### src/rtl/idct_pkg.sv
// Shared constants and types for the 4-point IDCT front end.
package idct_pkg;

    localparam int N         = 4;
    localparam int DRAIN_LEN = 7;
    localparam int IDCT_IN_W = 25;
    localparam int COEFF_W   = 16;

    typedef logic signed [COEFF_W-1:0]   coeff_t;
    typedef logic signed [IDCT_IN_W-1:0] lane_t;

    typedef enum logic [1:0] {
        EMPTY,
        FILLING,
        FULL,
        DRAINING
    } bank_state_t;

    typedef enum logic {
        IDLE,
        DRAIN
    } rd_state_t;

endpackage

### src/rtl/idct_blk_bank.sv
// One 4x4 coefficient bank: a whole row is written per beat, and each of the
// four read ports returns one element of its own row at a chosen column.
module idct_blk_bank
    import idct_pkg::*;
#(
    parameter int W = COEFF_W
) (
    input  logic                  clk,
    input  logic                  reset,
    input  logic                  wr_en,
    input  logic [1:0]            wr_row,
    input  logic [N-1:0][W-1:0]   wr_data,
    input  logic [N-1:0][1:0]     rd_col,
    output logic [N-1:0][W-1:0]   rd_data
);

    logic [N-1:0][N-1:0][W-1:0] mem;

    always_ff @(posedge clk or negedge reset) begin
        if (!reset) begin
            mem <= '0;
        end else if (wr_en) begin
            mem[wr_row] <= wr_data;
        end
    end

    // Read port k is hard-wired to row k; only the column varies.
    for (genvar k = 0; k < N; k++) begin : g_rd
        assign rd_data[k] = mem[k][rd_col[k]];
    end

endmodule

### src/rtl/idct4_skew_feeder.sv
// Ping-pong 4x4 block buffer that drains each block column by column with a
// one-cycle diagonal skew per lane, feeding the systolic IDCT column element.
module idct4_skew_feeder
    import idct_pkg::*;
#(
    parameter int IN_W  = COEFF_W,
    parameter int OUT_W = IDCT_IN_W
) (
    input  logic                    clk,
    input  logic                    reset,
    input  logic                    in_valid,
    output logic                    in_ready,
    input  logic signed [IN_W-1:0]  in_c0,
    input  logic signed [IN_W-1:0]  in_c1,
    input  logic signed [IN_W-1:0]  in_c2,
    input  logic signed [IN_W-1:0]  in_c3,
    output logic signed [OUT_W-1:0] d_out_1,
    output logic signed [OUT_W-1:0] d_out_2,
    output logic signed [OUT_W-1:0] d_out_3,
    output logic signed [OUT_W-1:0] d_out_4,
    output logic [3:0]              lane_valid,
    output logic                    blk_start,
    output logic                    blk_done
);

    localparam logic [2:0] T_LAST = 3'(DRAIN_LEN - 1);

    bank_state_t bank_st [2];
    bank_state_t bank_nxt [2];
    rd_state_t   rd_st, rd_nxt;
    logic        wr_sel, wr_sel_nxt, rd_sel, rd_sel_nxt, rd_other;
    logic [1:0]  wr_row, wr_row_nxt;
    logic [2:0]  t, t_nxt;
    logic        accept, ready_nxt;

    logic [N-1:0][IN_W-1:0]  wr_data;
    logic [N-1:0][1:0]       rd_col;
    logic [N-1:0][IN_W-1:0]  rd_data0, rd_data1, lane_elem;
    logic [N-1:0]            lane_ok;
    logic [N-1:0][OUT_W-1:0] lane_nxt, lane_q;

    assign accept   = in_valid & in_ready;
    assign rd_other = ~rd_sel;
    assign wr_data  = {in_c3, in_c2, in_c1, in_c0};

    // Writer and reader only ever touch disjoint bank states, so both may
    // update bank_nxt in the same cycle without conflict.
    always_comb begin
        bank_nxt   = bank_st;
        wr_sel_nxt = wr_sel;
        wr_row_nxt = wr_row;
        rd_sel_nxt = rd_sel;
        rd_nxt     = rd_st;
        t_nxt      = t;

        if (accept) begin
            wr_row_nxt = wr_row + 2'd1;
            if (wr_row == 2'd3) begin
                bank_nxt[wr_sel] = FULL;
                wr_sel_nxt       = ~wr_sel;
            end else begin
                bank_nxt[wr_sel] = FILLING;
            end
        end

        case (rd_st)
            IDLE: begin
                if (bank_st[rd_sel] == FULL) begin
                    bank_nxt[rd_sel] = DRAINING;
                    rd_nxt           = DRAIN;
                    t_nxt            = '0;
                end
            end
            DRAIN: begin
                if (t == T_LAST) begin
                    bank_nxt[rd_sel] = EMPTY;
                    rd_sel_nxt       = rd_other;
                    t_nxt            = '0;
                    if (bank_st[rd_other] == FULL) begin
                        bank_nxt[rd_other] = DRAINING;
                    end else begin
                        rd_nxt = IDLE;
                    end
                end else begin
                    t_nxt = t + 3'd1;
                end
            end
            default: rd_nxt = IDLE;
        endcase

        ready_nxt = (bank_nxt[wr_sel_nxt] == EMPTY) ||
                    (bank_nxt[wr_sel_nxt] == FILLING);
    end

    idct_blk_bank #(.W(IN_W)) u_bank0 (
        .clk     (clk),
        .reset   (reset),
        .wr_en   (accept & ~wr_sel),
        .wr_row  (wr_row),
        .wr_data (wr_data),
        .rd_col  (rd_col),
        .rd_data (rd_data0)
    );

    idct_blk_bank #(.W(IN_W)) u_bank1 (
        .clk     (clk),
        .reset   (reset),
        .wr_en   (accept & wr_sel),
        .wr_row  (wr_row),
        .wr_data (wr_data),
        .rd_col  (rd_col),
        .rd_data (rd_data1)
    );

    // Lane k shows column (t - k) of row k while that column index is 0..3.
    for (genvar k = 0; k < N; k++) begin : g_lane
        assign lane_ok[k]   = (rd_nxt == DRAIN) && (t_nxt >= 3'(k)) && (t_nxt <= 3'(k + 3));
        assign rd_col[k]    = 2'(t_nxt - 3'(k));
        assign lane_elem[k] = rd_sel_nxt ? rd_data1[k] : rd_data0[k];
        assign lane_nxt[k]  = lane_ok[k]
                            ? {{(OUT_W - IN_W){lane_elem[k][IN_W-1]}}, lane_elem[k]}
                            : '0;
    end

    always_ff @(posedge clk or negedge reset) begin
        if (!reset) begin
            bank_st[0] <= EMPTY;
            bank_st[1] <= EMPTY;
            wr_sel     <= 1'b0;
            rd_sel     <= 1'b0;
            wr_row     <= '0;
            rd_st      <= IDLE;
            t          <= '0;
            in_ready   <= 1'b0;
            lane_q     <= '0;
            lane_valid <= '0;
            blk_start  <= 1'b0;
            blk_done   <= 1'b0;
        end else begin
            bank_st    <= bank_nxt;
            wr_sel     <= wr_sel_nxt;
            rd_sel     <= rd_sel_nxt;
            wr_row     <= wr_row_nxt;
            rd_st      <= rd_nxt;
            t          <= t_nxt;
            in_ready   <= ready_nxt;
            lane_q     <= lane_nxt;
            lane_valid <= lane_ok;
            blk_start  <= (rd_nxt == DRAIN) && (t_nxt == 3'd0);
            blk_done   <= (rd_nxt == DRAIN) && (t_nxt == T_LAST);
        end
    end

    assign d_out_1 = lane_q[0];
    assign d_out_2 = lane_q[1];
    assign d_out_3 = lane_q[2];
    assign d_out_4 = lane_q[3];

endmodule

### config.mk
export PLATFORM = sky130hd
export DESIGN_NAME = idct4_skew_feeder
export DESIGN_NICKNAME = d
export VERILOG_FILES = /design/src/rtl/idct_pkg.sv /design/src/rtl/idct_blk_bank.sv /design/src/rtl/idct4_skew_feeder.sv
export SDC_FILE = /design/constraint.sdc
export NUM_CORES = 1
export LEC_CHECK = 0
export CAP_MARGIN = 40
export CORE_ASPECT_RATIO = 0.7
export CORE_UTILIZATION = 30
export CTS_CLUSTER_SIZE = 8
export DETAILED_ROUTE_END_ITERATION = 8
export PLACE_DENSITY = 0.47
export SLEW_MARGIN = 10
export SYNTH_ARGS = -nofsm -noshare
export SYNTH_HDL_FRONTEND = slang
export SYNTH_SLANG_ARGS = --single-unit
### constraint.sdc
create_clock -name clk -period 3.3 [get_ports clk]
set_input_delay 0.33 -clock clk [delete_from_list [all_inputs] [get_ports clk]]
set_output_delay 0.33 -clock clk [all_outputs]
set_load 0.02 [all_outputs]
==> flow_metrics.env <==
export IMPL_status="finished, final reports clean"
export IMPL_synth_top_area_cell="dfrtp_1"
export IMPL_crit_path_max_incr_delay_ns=0.54
export IMPL_synthesis_nets=2113
export IMPL_clockBufferDepth=3
export IMPL_top_layer_used="met4"
export IMPL_max_freq_ghz=0.324
export IMPL_port_buffers=173
export IMPL_vias=17100
export IMPL_power_frac_clock=0.498
export IMPL_cp_cell_sequence="and3b_4 > or3_4 > o211a_4 > ha_1 > nand3b_1 > a21oi_2 > and2b_2 > nand2_8 > a21oi_1 > or4_1"
export IMPL_synth_async_sr_flop_share=1.00
export IMPL_synth_avg_cell_area_sq_um=12.8
export IMPL_post_cts_resized=0
export IMPL_slew_headroom=0.479
export IMPL_period_share=0.937
export IMPL_area_growth_pct=20.1
export IMPL_fp_dieArea_sq_um=88300
export IMPL_htreeDepth=3
export IMPL_wl_met3_microns=4810
export IMPL_rsz0062_at_grt="no"
export IMPL_drc=0
export IMPL_synth_top_cell_area_share=0.570
export IMPL_io_pins=174
export IMPL_period_minus_slack_ns=3.09
export IMPL_ys_types=63
export IMPL_grt_pass1_vias=17700
export IMPL_slowest_stage="or4_1"
export IMPL_hold_viol_final=0
export IMPL_seqPwrFrac=0.472
export IMPL_fp_dieW_microns=355
export IMPL_yosys_most_used_dff="dfrtp_1"
export IMPL_holdCritPathClass="input pin to async pin"
export IMPL_drt_initial_drc_count=1064
export IMPL_cts_tree="built"
export IMPL_p_sw_mw=3.49
export IMPL_root_buffer="clkbuf_16"
export IMPL_avgRoutedWirePerCell_microns=23.3
export IMPL_synth_xor_area_share=0.000958
export IMPL_intPower_mw=12.0
export IMPL_ys_ff_latch=595
export IMPL_place_inst=3251
export IMPL_setup_tns_ns=0
export IMPL_start_kind="register"
export IMPL_power_frac_comb=0.029
export IMPL_grt_max_degree=100
export IMPL_place_area_sq_um=29100
export IMPL_final_nets=2263
export IMPL_fp_dieH_microns=249
export IMPL_wirelength_microns=78100
export IMPL_dr_pass1_iters=5
export IMPL_grt_pass1_wl_microns=118000
export IMPL_worstRegToRegCells=10
export IMPL_cp_end_kind="register"
export IMPL_place_hpwl_microns=51000
export IMPL_yosysWarnings=0
export IMPL_p_per_area_nw_per_um2=493
export IMPL_netlist_instances=2039
export IMPL_synth_top_family_by_area="multiplexers"
export IMPL_cts_buffers=84
export IMPL_vdd_drop_max_mv=0.329
export IMPL_cts_hold_buf=1
export IMPL_drive_gt1_frac=0.319
export IMPL_yosys_area_share_simple=0.0779
export IMPL_finClkSkew_ns=0.0223
export IMPL_cts_setup_buffers=0
export IMPL_final_cells=3352
export IMPL_synth_area_mux_share=0.247
export IMPL_ys_seq_area_frac=0.570
export IMPL_r2r_start="rd_sel"
export IMPL_grtUsageTotal=0.178
export IMPL_cap_violations=0
export IMPL_finalMaxSlewViolations=0
export IMPL_crit_start="rd_sel"
export IMPL_num_rows=90
export IMPL_netlist_area_sq_um=26100
export IMPL_p_leak_nw=14.5
export IMPL_clk_transition_reported_paths_ns=0.05
export IMPL_design_area_sq_um=31400
export IMPL_start_util=0.303
export IMPL_finalWeightedCongestion=0.794
export IMPL_clk_latency_ns=0.65
export IMPL_m1WireLength_microns=40900
export IMPL_core_area_sq_um=86300
export IMPL_wl_met2_microns=30900
export IMPL_grt_ovfl_total=0
export IMPL_power_mw=15.5
export IMPL_setup_viol=0
export IMPL_cts_sinks=595
export IMPL_yosys_area_share_adder=0.00335
export IMPL_drt_vias_per_instance=5.09
export IMPL_arrival_ns=3.58
export IMPL_r2r_end="d_out_3[6]"
export IMPL_worstPathRequired_ns=3.79
export IMPL_swShare=0.226
export IMPL_antenna_found_initial=10
export IMPL_synth_area_leaders="dfrtp_1, mux2_2, nand2_1"
export IMPL_synth_compound_area_share=0.0642
export IMPL_postRouteAntennaNets=0
export IMPL_tightestPinTransition_ns=0.782
export IMPL_fin_util=0.364
export IMPL_n_fill_cell=8350
export IMPL_criticalPathCategory="register to register"
export IMPL_crit_path_max_fanout=16
export IMPL_r2r_setup_slack_ns=0.21
export IMPL_synth_edf_count=0
-- layout make-up --
type | instances | area, sq um | area share
inverter | 12 | 57.6 | 0.00183
multi-input combinational | 1265 | 10300 | 0.328
clock buffer | 85 | 2110 | 0.0671
antenna | 6 | 15.0 | 0.000478
timing repair buffer | 231 | 2450 | 0.0779
clock inverter | 8 | 133 | 0.00422
sequential | 595 | 14900 | 0.474
tap | 1150 | 1440 | 0.0458
-- how the worst max path moves through the flow --
stage | to | cells past startpoint
floorplan | d_out_3[14] | 15
global placement | d_out_2[9] | 8
detailed placement | d_out_3[8] | 10
CTS | d_out_3[8] | 10
global route | d_out_3[6] | 10
finish | d_out_3[6] | 10
-- registers in the layout, summed over array words and instances, names as in the netlist, 2 cells and up --
| signal | cells |
|---|---|
| u_bank0.mem | 256 |
| u_bank1.mem | 256 |
| d_out_4 | 16 |
| wr_row | 2 |
| lane_valid | 4 |
| d_out_2 | 16 |
| bank_st | 4 |
| d_out_1 | 16 |
| d_out_3 | 16 |
| t | 3 |
-- kinds of logic after synthesis --
kind of cell / after synthesis
adder cells (fa/ha/maj): 7
flip-flops: 595
buffers and inverters: 179
AND/OR/NAND/NOR: 457
AO/OA/AOI/OAI: 219
multiplexers: 580
XOR/XNOR: 2
-- stage by stage --
step,hold WS [ns],setup slack [ns]
floorplan,0.0344,0.0184
global placement,0.398,0.270
detailed placement,0.401,0.221
CTS,0.316,0.206
global route,0.344,0.0936
finish,0.330,0.209
-- cell usage after synthesis, types with 12 or more instances --
library cell and count:
dfrtp_1 595, mux2_2 514, nand2_1 350, clkbuf_1 71, mux2i_1 66, a21oi_1 65, a32oi_1 65, buf_4 48
and3_1 33, a221oi_1 32, buf_2 31, nand3_1 18, a31o_1 16, or4_1 16, nor2_1 12
-- cells in the final DEF, fill, tap and decap left out, drive strengths merged, types with 2 or more instances in the layout --
| master | Yosys | layout |
|---|---|---|
| and3b | 2 | 2 |
| or3 | 2 | 2 |
| o21a | 2 | 2 |
| o211a | 2 | 2 |
| nand3 | 21 | 21 |
| o22ai | 15 | 15 |
| a22oi | 2 | 2 |
| clkdlybuf4s50 | 0 | 172 |
| a32oi | 65 | 65 |
| mux2 | 514 | 514 |
| and3 | 33 | 33 |
| o31ai | 2 | 2 |
| diode | 0 | 6 |
| nand2b | 3 | 3 |
| a221oi | 32 | 32 |
| buf | 96 | 58 |
| a31o | 16 | 16 |
| a21oi | 67 | 67 |
| nor2 | 12 | 12 |
| inv | 12 | 18 |
| dfrtp | 595 | 595 |
| o21ai | 7 | 7 |
| nand3b | 2 | 2 |
| ha | 7 | 7 |
| nor2b | 2 | 2 |
| and2 | 5 | 5 |
| clkbuf | 71 | 85 |
| nand2 | 352 | 352 |
| mux2i | 66 | 66 |
| or4 | 16 | 16 |
| nor3 | 2 | 2 |
-- metal layers --
metal / up-vias / global-route usage
met5: - / 0
met4: 0 / 0.0426
met3: 100 / 0.0444
met2: 475 / 0.235
met1: 8932 / 0.284
li1: 7546 / -
-- critical path, delay by kind of cell, from the launching register on --
family | cells | cell delay (ns)
AND/OR/NAND/NOR | 6 | 1.80
flip-flops | 1 | 0.49
AO/OA/AOI/OAI | 3 | 0.42
adder cells (fa/ha/maj) | 1 | 0.23
-- power groups by stage --
stage          clock [mW]  sequential, mW  combinational [mW]
6_report             7.72            7.31               0.452
5_1_grt              8.28            7.30               0.499
4_1_cts              7.97            7.31               0.466
3_5_place_dp            0            7.43               0.464
3_3_place_gp            0            7.43               0.456
2_1_floorplan           0            7.43             0.00683
Power figures use the tool's default switching activity.
